<file path="src/rtl/arm_instr_encoder_if.sv">
// Symbolic instruction stream into the LEGv8 encoder: one beat per valid/ready handshake.
interface arm_instr_encoder_if;
    logic        in_valid;
    logic        in_ready;
    logic [2:0]  in_op;
    logic [4:0]  in_rd;
    logic [4:0]  in_rn;
    logic [4:0]  in_rm;
    logic [25:0] in_imm;

    modport master (
        output in_valid, in_op, in_rd, in_rn, in_rm, in_imm,
        input  in_ready
    );

    modport slave (
        input  in_valid, in_op, in_rd, in_rn, in_rm, in_imm,
        output in_ready
    );
endinterface

</file>
<file path="src/rtl/arm_instr_encoder.sv">
// Packs symbolic LEGv8 instructions into machine words and writes them to consecutive imem words.
// Define ARM_ENCODER_HALT_PAD_EN to append a B #0 halt word when a program is closed.
module arm_instr_encoder #(
    parameter int ADDR_W    = 10,
    parameter int BASE_ADDR = 0
) (
    input  logic                clk,
    input  logic                reset_n,
    input  logic                start,
    input  logic                finish,
    arm_instr_encoder_if.slave  bus,
    output logic                imem_we,
    output logic [ADDR_W-1:0]   imem_addr,
    output logic [31:0]         imem_wdata,
    output logic [ADDR_W:0]     count,
    output logic                full,
    output logic                done,
    output logic                err
);
    localparam logic [ADDR_W:0]   DEPTH     = (ADDR_W+1)'(2**ADDR_W);
    localparam logic [ADDR_W-1:0] BASE      = ADDR_W'(BASE_ADDR);
    localparam logic [31:0]       HALT_WORD = 32'h1400_0000;

    typedef enum logic [1:0] {
        IDLE,
        LOAD,
        CLOSE
`ifdef ARM_ENCODER_HALT_PAD_EN
        , PAD
`endif
    } state_t;

    state_t              state;
    logic [ADDR_W-1:0]   wr_addr;
    logic [ADDR_W+1:0]   committed;
    logic                accept;
    logic                dt_fits;
    logic                cb_fits;
    logic                range_err;
    logic [31:0]         enc_word;

    // A write still in flight already owns a slot, so it counts against capacity.
    assign committed    = {1'b0, count} + {{(ADDR_W+1){1'b0}}, imem_we};
    assign full         = (count == DEPTH);
    assign bus.in_ready = (state == LOAD) && (committed < {1'b0, DEPTH});
    assign accept       = bus.in_valid && bus.in_ready;

    assign dt_fits = (&bus.in_imm[25:8])  || !(|bus.in_imm[25:8]);
    assign cb_fits = (&bus.in_imm[25:18]) || !(|bus.in_imm[25:18]);

    always_comb begin
        enc_word  = 32'h0;
        range_err = 1'b0;
        case (bus.in_op)
            3'd0: enc_word = {11'b10001011000, bus.in_rm, 6'b0, bus.in_rn, bus.in_rd};
            3'd1: enc_word = {11'b11001011000, bus.in_rm, 6'b0, bus.in_rn, bus.in_rd};
            3'd2: enc_word = {11'b10001010000, bus.in_rm, 6'b0, bus.in_rn, bus.in_rd};
            3'd3: enc_word = {11'b10101010000, bus.in_rm, 6'b0, bus.in_rn, bus.in_rd};
            3'd4: begin
                enc_word  = {11'b11111000010, bus.in_imm[8:0], 2'b00, bus.in_rn, bus.in_rd};
                range_err = !dt_fits;
            end
            3'd5: begin
                enc_word  = {11'b11111000000, bus.in_imm[8:0], 2'b00, bus.in_rn, bus.in_rd};
                range_err = !dt_fits;
            end
            3'd6: begin
                enc_word  = {8'b10110100, bus.in_imm[18:0], bus.in_rd};
                range_err = !cb_fits;
            end
            3'd7: enc_word = {6'b000101, bus.in_imm};
        endcase
    end

    // Accepted beats are registered for one write cycle; count follows the completed write.
    always_ff @(posedge clk or negedge reset_n) begin
        if (!reset_n) begin
            state      <= IDLE;
            wr_addr    <= BASE;
            imem_we    <= 1'b0;
            imem_addr  <= '0;
            imem_wdata <= '0;
            count      <= '0;
            done       <= 1'b0;
            err        <= 1'b0;
        end else begin
            imem_we <= 1'b0;
            done    <= 1'b0;
            if (imem_we) begin
                count <= count + (ADDR_W+1)'(1);
            end
            if (accept) begin
                imem_we    <= 1'b1;
                imem_addr  <= wr_addr;
                imem_wdata <= enc_word;
                wr_addr    <= wr_addr + ADDR_W'(1);
                if (range_err) begin
                    err <= 1'b1;
                end
            end
            case (state)
                IDLE: begin
                    if (start) begin
                        state   <= LOAD;
                        count   <= '0;
                        err     <= 1'b0;
                        wr_addr <= BASE;
                    end
                end
                LOAD: begin
                    if (finish) begin
                        state <= CLOSE;
                    end
                end
                CLOSE: begin
                    if (!imem_we) begin
`ifdef ARM_ENCODER_HALT_PAD_EN
                        if (!full) begin
                            imem_we    <= 1'b1;
                            imem_addr  <= wr_addr;
                            imem_wdata <= HALT_WORD;
                            wr_addr    <= wr_addr + ADDR_W'(1);
                            state      <= PAD;
                        end else begin
                            done  <= 1'b1;
                            state <= IDLE;
                        end
`else
                        done  <= 1'b1;
                        state <= IDLE;
`endif
                    end
                end
`ifdef ARM_ENCODER_HALT_PAD_EN
                PAD: begin
                    done  <= 1'b1;
                    state <= IDLE;
                end
`endif
                default: state <= IDLE;
            endcase
        end
    end
endmodule

</file>
<file path="src/flat_wrapper.sv">
// flat-port wrapper written by rule: the top's interface ports become plain ports
module arm_instr_encoder_flat 
#(
    parameter int ADDR_W    = 10,
    parameter int BASE_ADDR = 0
)
  (clk, reset_n, start, finish, imem_we, imem_addr, imem_wdata, count, full, done, err, bus_in_valid, bus_in_op, bus_in_rd, bus_in_rn, bus_in_rm, bus_in_imm, bus_in_ready);
  arm_instr_encoder_if bus_i ();
  input  logic clk;
  input  logic reset_n;
  input  logic start;
  input  logic finish;
  output logic imem_we;
  output logic [ADDR_W-1:0] imem_addr;
  output logic [31:0] imem_wdata;
  output logic [ADDR_W:0] count;
  output logic full;
  output logic done;
  output logic err;
  input wire logic [$bits(bus_i.in_valid)-1:0] bus_in_valid;
  input wire logic [$bits(bus_i.in_op)-1:0] bus_in_op;
  input wire logic [$bits(bus_i.in_rd)-1:0] bus_in_rd;
  input wire logic [$bits(bus_i.in_rn)-1:0] bus_in_rn;
  input wire logic [$bits(bus_i.in_rm)-1:0] bus_in_rm;
  input wire logic [$bits(bus_i.in_imm)-1:0] bus_in_imm;
  output wire logic [$bits(bus_i.in_ready)-1:0] bus_in_ready;
  assign bus_i.in_valid = bus_in_valid;
  assign bus_i.in_op = bus_in_op;
  assign bus_i.in_rd = bus_in_rd;
  assign bus_i.in_rn = bus_in_rn;
  assign bus_i.in_rm = bus_in_rm;
  assign bus_i.in_imm = bus_in_imm;
  assign bus_in_ready = bus_i.in_ready;
  arm_instr_encoder #(.ADDR_W(ADDR_W), .BASE_ADDR(BASE_ADDR)) u_core (.clk(clk), .reset_n(reset_n), .start(start), .finish(finish), .bus(bus_i), .imem_we(imem_we), .imem_addr(imem_addr), .imem_wdata(imem_wdata), .count(count), .full(full), .done(done), .err(err));
endmodule
</file>
<file path="config.mk">
export PLATFORM = sky130hd
export DESIGN_NAME = arm_instr_encoder_flat
export DESIGN_NICKNAME = d
export VERILOG_FILES = /design/src/rtl/arm_instr_encoder_if.sv /design/src/rtl/arm_instr_encoder.sv /design/src/flat_wrapper.sv
export SDC_FILE = /design/constraint.sdc
export NUM_CORES = 1
export LEC_CHECK = 0
export ABC_CLOCK_PERIOD_IN_PS = 2100
export BUFFER_PORTS_ARGS = -buffer_cell sky130_fd_sc_hd__buf_2
export CORE_MARGIN = 1
export CORE_UTILIZATION = 30
export DETAILED_ROUTE_END_ITERATION = 12
export GPL_TIMING_DRIVEN = 0
export PLACE_DENSITY = 0.5
export RECOVER_POWER = 50
export SLEW_MARGIN = 20
export SYNTH_ARGS = -nofsm -noshare
export SYNTH_HDL_FRONTEND = slang
export SYNTH_SLANG_ARGS = --single-unit
export TNS_END_PERCENT = 20
</file>
<file path="constraint.sdc">
create_clock -name clk -period 2.1 [get_ports clk]
set_input_delay 0.42 -clock clk [delete_from_list [all_inputs] [get_ports clk]]
set_output_delay 0.42 -clock clk [all_outputs]
set_load 0.03 [all_outputs]
</file>
* Word level (Yosys, flattened, before mapping)
Cells that the tools add are included.
** Word-level totals
- Flip-flop bits (word level) :: 68
- Latch bits :: 0
- RAM bits :: 0
- Memory bits (read-only) :: 0
- Word-level logic and storage cells :: 60
- Memories :: 0
** Operators by class
- Add/subtract/negate cells :: 3
- Multipliers :: 0
- Divide/modulo/power cells :: 0
- $lt $le $gt $ge :: 1
- Eq/ne operators :: 13
- Shifts and indexed selects :: 0
- Multiplexer cells :: 19
- Bitwise gates (word level) :: 0
- Reductions and logical operators :: 16
** Operators by type and width (count)
- case mux 32 bit (8 select lines) :: 1
- two-way mux 11 bit :: 3
- two-way mux 10 bit :: 3
- AND reduction 18 bit :: 1
- OR reduction 18 bit :: 1
- adder 11 x 1 -> 12 bit :: 1
- == test 3 bit, second input constant :: 4
- less-than comparator 12 x 11 -> 1 bit, second input constant :: 1
- adder 11 x 1 -> 11 bit, second input constant :: 1
- == test 11 bit, second input constant :: 1
- adder 10 x 1 -> 10 bit, second input constant :: 1
- AND reduction 8 bit :: 1
- OR reduction 8 bit :: 1
- two-way mux 1 bit :: 7
- == test 3 x 2 -> 1 bit, second input constant :: 2
- two-way mux 2 bit :: 3
- != test 2 bit, second input constant :: 3
- case mux 2 bit (3 select lines) :: 1
- zero test 1 bit :: 4
- == test 3 x 1 -> 1 bit, second input constant :: 1
- zero test 3 bit :: 1
- AND reduction 3 bit :: 1
- == test 2 x 1 -> 1 bit, second input constant :: 1
- == test 2 bit, second input constant :: 1
- other kinds (5) :: 7

* Logic depth before layout (Yosys ltp)
- Depth after elaboration :: 9
- Mapped depth :: 7

* Worst setup path before layout
Ideal clock, no wire load.
- Path type :: reg-to-output
- Start point :: register u_core.imem_we
- End point :: output bus_in_ready
- Data arrival time :: 1615 ps
- Slack :: 65 ps
- Cell stages (with the launch flop) :: 6
- Path buffers :: 1
- Cells stage by stage :: dfrtp_1 > ha_1 > nand3_1 > nor3_2 > clkbuf_1 > nor2_1
** On the way
- Word-level cells in the longest chain between the ends :: 3
** Ends and longest elaborated chain
- start: declaration :: line arm_instr_encoder.sv:12 : output logic imem_we,
- start signal: assignment :: line arm_instr_encoder.sv:80 : imem_we <= 1'b0;
- start signal: assignment :: line arm_instr_encoder.sv:87 : imem_we <= 1'b0;
- start signal: assignment :: line arm_instr_encoder.sv:93 : imem_we <= 1'b1;
- adder 11 x 1 -> 12 bit :: line arm_instr_encoder.sv:43 : assign committed = {1'b0, count} + {{(ADDR_W+1){1'b0}}, imem_we};
- less-than comparator 12 x 11 -> 1 bit :: line arm_instr_encoder.sv:45 : assign bus.in_ready = (state == LOAD) && (committed < {1'b0, DEPTH});
- logical AND 1 bit :: line arm_instr_encoder.sv:45
- end: declaration :: line flat_wrapper.sv:26 : output wire logic [$bits(bus_i.in_ready)-1:0] bus_in_ready;
No other way between the ends.

* Final worst setup path
- Start point :: register u_core.count[4]
- End point :: output bus_in_ready
** On the way
- Word-level cells in the longest chain between the ends :: 3
** Ends and longest elaborated chain
- start: declaration :: line arm_instr_encoder.sv:15 : output logic [ADDR_W:0] count,
- start signal: assignment :: line arm_instr_encoder.sv:90 : count <= count + (ADDR_W+1)'(1);
- adder 11 x 1 -> 12 bit :: line arm_instr_encoder.sv:43
- less-than comparator 12 x 11 -> 1 bit :: line arm_instr_encoder.sv:45
- logical AND 1 bit :: line arm_instr_encoder.sv:45
No other way between the ends.

==> impl_metrics.toml <==
[run_status]
status = "complete, but fails checks"
violations = "design-rule violations"

[critical_path]
worstPathRequired_ps = 1680
end_kind = "primary output"
slowest_delay_ps = 440
reg2reg_depth = 6
cp.depth = 5
startpoint_type = "flop"
crit_family = "simple AND/OR/NAND/NOR gates"
critPathArrivalTime_ps = 1600
timing.rr.start = "u_core.state[1]"
rrSetupSlack_ps = 130
cp_slowest_cell = "dfrtp_2"
path_max_fanout = 8
path_cells = "nand4_4 > nor3_4 > clkbuf_8 > nor2_1 > buf_4"
r2r-end = "u_core.wr_addr[6]"
crit_buf_inv = 2
crit_type = "flop to primary output"

[power_and_ir_drop]
p_comb_share_pct = 36.4
swShare_pct = 38.49
clkPwrFrac_pct = 31.7
p_switching_w = 0.002310
p_per_area_nw_per_um2 = 1276
internal_power_w = 0.003692
p_leak_nw = 2.231
vdd_drop_max_v = 0.0004484
seq_power_share_pct = 31.9

[layout]
fin_cells = 618
final_area_um2 = 4703
mostFrequentLayoutCell = "buf_2"
syn_to_final_growth_pct = 32.03
nNetsFinal = 523
drive_above_1_share_pct = 30.11
layout_common_cells = "82 x buf_2, 63 x dfrtp_1, 52 x o21ai_0"
antenna-diode-count = 0
fillers = 1180

[placed_design]
place_congestion = 0.8828
placed_area_um2 = 4297
placedCellCount = 595
pre_cts_ws_ps = -298.1
place.port_buffers = 104
dp_hpwl_um = 7844

[route]
wire_per_inst_um = 17.25
drc_errors = 15
initialDrtViolationCount = 182
finalWirelength_um = 10660
vias = 3187
ant_nets = 0
dr.pass1.iters = 8
vias_per_cell = 5.157

[timing]
slew_viol_final = 0
finalHoldViolations = 0
setup_viol = 0
fin_crit_sh_pct = 96.10
setup_ws_ps = 82.00
tightest_slew_ps = 628.6
rsz0062_at_grt = "false"
period_needed_ps = 2018
maxSlewHeadroom_pct = 58.10
tns_ps = 0
clock.fmax_mhz = 495.5
fin_skew_ps = 4.221

[clock_tree]
cts_made_buffers = 9
cts_buffer_depth = 2
cts_tree = "yes"
clkLatencyLatePin_ps = 340
cts_sinks = 68
path_clk_slew_ps = 60
root_buffer = "clkbuf_16"
htreeDepth = 3

[logic_synthesis]
synth_largest_area_cell = "dfrtp_1"
ys_types = 48
ys.flop_type = "dfrtp_1"
synthDominantCellAreaShare_pct = 47.77
netlist_area_um2 = 3562
synth-edff-count = 0
synth_area_leaders = "dfrtp_1 48%, mux2i_1 8.1%, o21ai_0 7.3%"
ys_async_sr_fraction_pct = 100.0
synth_fp_nets = 400
ys_warn_count = 0
synth_seq_cells = 68
synth.yosys.seq_area_share_pct = 47.77
syn_area_per_cell_um2 = 10.27
synthCells = 347

[floorplan]
dieArea_um2 = 12310
num_rows = 39
core_um2 = 11520
initial_core_util_pct = 30.93
fp.dieW_um = 111.0
ioPinCount = 107
die_y_um = 111.0

[worst_hold_path]
hold_class = "primary input to flop"
hold_end = "u_core.state[0]"
min_path_cells = 2
worstHoldStart = "finish"

[global_route]
first_global_vias = 3185
antenna_found_initial = 0
grt_max_degree = 46
grt_usage_pct = 17.85
grt_pass1_wl_um = 16860
grt-ovfl-total = 0

[run]
drv_cap = 0
## worst max-delay path by stage
stage / start / slack, ps / end
final: u_core.count[4] / 80 / bus_in_ready
after global routing: u_core.count[4] / 1 / bus_in_ready
after CTS: u_core.state[1] / 20 / u_core.wr_addr[6]
after detailed placement: u_core.imem_we / -300 / bus_in_ready
after global placement: u_core.imem_we / -290 / bus_in_ready
after floorplan: u_core.imem_we / 60 / bus_in_ready
## cell families after synthesis
family,share of synthesized area [%]
mux,14.89
compound gates,14.26
flops,47.77
buf+inv,3.372
xor+xnor,1.721
fa+ha+maj,1.405
simple gates,16.58
## worst register-to-register path: stages, from the launching register on
cell and delay (ps):
dfrtp_1 360, clkbuf_1 190, nor3b_2 300, nand2_1 170, buf_2 210, or4_1 510
a21oi_1 150
## what timing repair did
item,CTS,global route
pin swaps,1,2
cloned,0,0
endpoints found under the hold margin,3,0
setup endpoints to repair,1,18
hold buffers,1,0
gates resized for setup,5,10
buffers inserted,4,2
## synthesized netlist by cell type (2+ instances only)
master / count
nor3b_1: 3
and4_1: 2
o31ai_1: 9
mux2i_1: 29
mux2_2: 12
xor2_1: 4
and3_1: 3
and2_1: 2
or3_1: 4
nand2_1: 29
a221oi_1: 3
a21oi_1: 13
buf_2: 4
or4_1: 8
nor2_1: 16
a22o_1: 2
mux2_4: 7
inv_1: 3
dfrtp_1: 68
o21ai_0: 52
o211ai_1: 4
nand4_1: 8
nand3_1: 10
ha_1: 4
clkbuf_1: 16
nor2b_1: 3
nand2b_1: 2
nor4_1: 2
nor3_1: 4
xnor2_1: 3
## state kept, by name (all words and copies together), names as in the netlist
signal and count:
u_core.done 1, u_core.imem_wdata 32, u_core.err 1, u_core.state 2, u_core.imem_we 1, u_core.count 11, u_core.imem_addr 10, u_core.wr_addr 10
## final cells by class
| class | count | area [um^2] | area share [%] |
|---|---|---|---|
| repair buffers | 112 | 554.3 | 11.79 |
| plain buffers | 23 | 113.9 | 2.421 |
| well taps | 143 | 178.9 | 3.804 |
| inverters | 4 | 17.52 | 0.3724 |
| clock inverters | 6 | 135.1 | 2.873 |
| clock buffers | 10 | 239.0 | 5.081 |
| flip-flops and latches | 68 | 1708 | 36.31 |
| multi-input cells | 252 | 1757 | 37.35 |
## power by group through the flow
stage | Sequential, W | Combinational (W) | Clock, W
after floorplan | 0.00259 | 0.000807 | 0
after global placement | 0.00194 | 0.00220 | 0
after detailed placement | 0.00194 | 0.00223 | 0
after CTS | 0.00191 | 0.00227 | 0.00195
after global routing | 0.00196 | 0.00236 | 0.00201
final | 0.00192 | 0.00219 | 0.00190
## through the flow
step	hold slack (ps)	util [%]	total power, W
6_report	280.6	40.84	0.006001
3_3_place_gp	482.1	37.01	0.004133
5_1_grt	281.5	40.84	0.006326
2_1_floorplan	124.4	-	0.003396
3_5_place_dp	360.0	37.31	0.004169
4_1_cts	272.2	41.06	0.006124
## routing by layer
metal / up-vias / wire (um) / part of all wire (%) / global-route usage, %
met3: 14 / 618 / 5.8 / 4.811
met5: - / 0 / 0 / 0
li1: 1526 / - / - / -
met2: 96 / 4939 / 46 / 28.76
met1: 1551 / 4896 / 46 / 22.68
met4: 0 / 209 / 2.0 / 7.123
(Power assumes the default switching activity.)
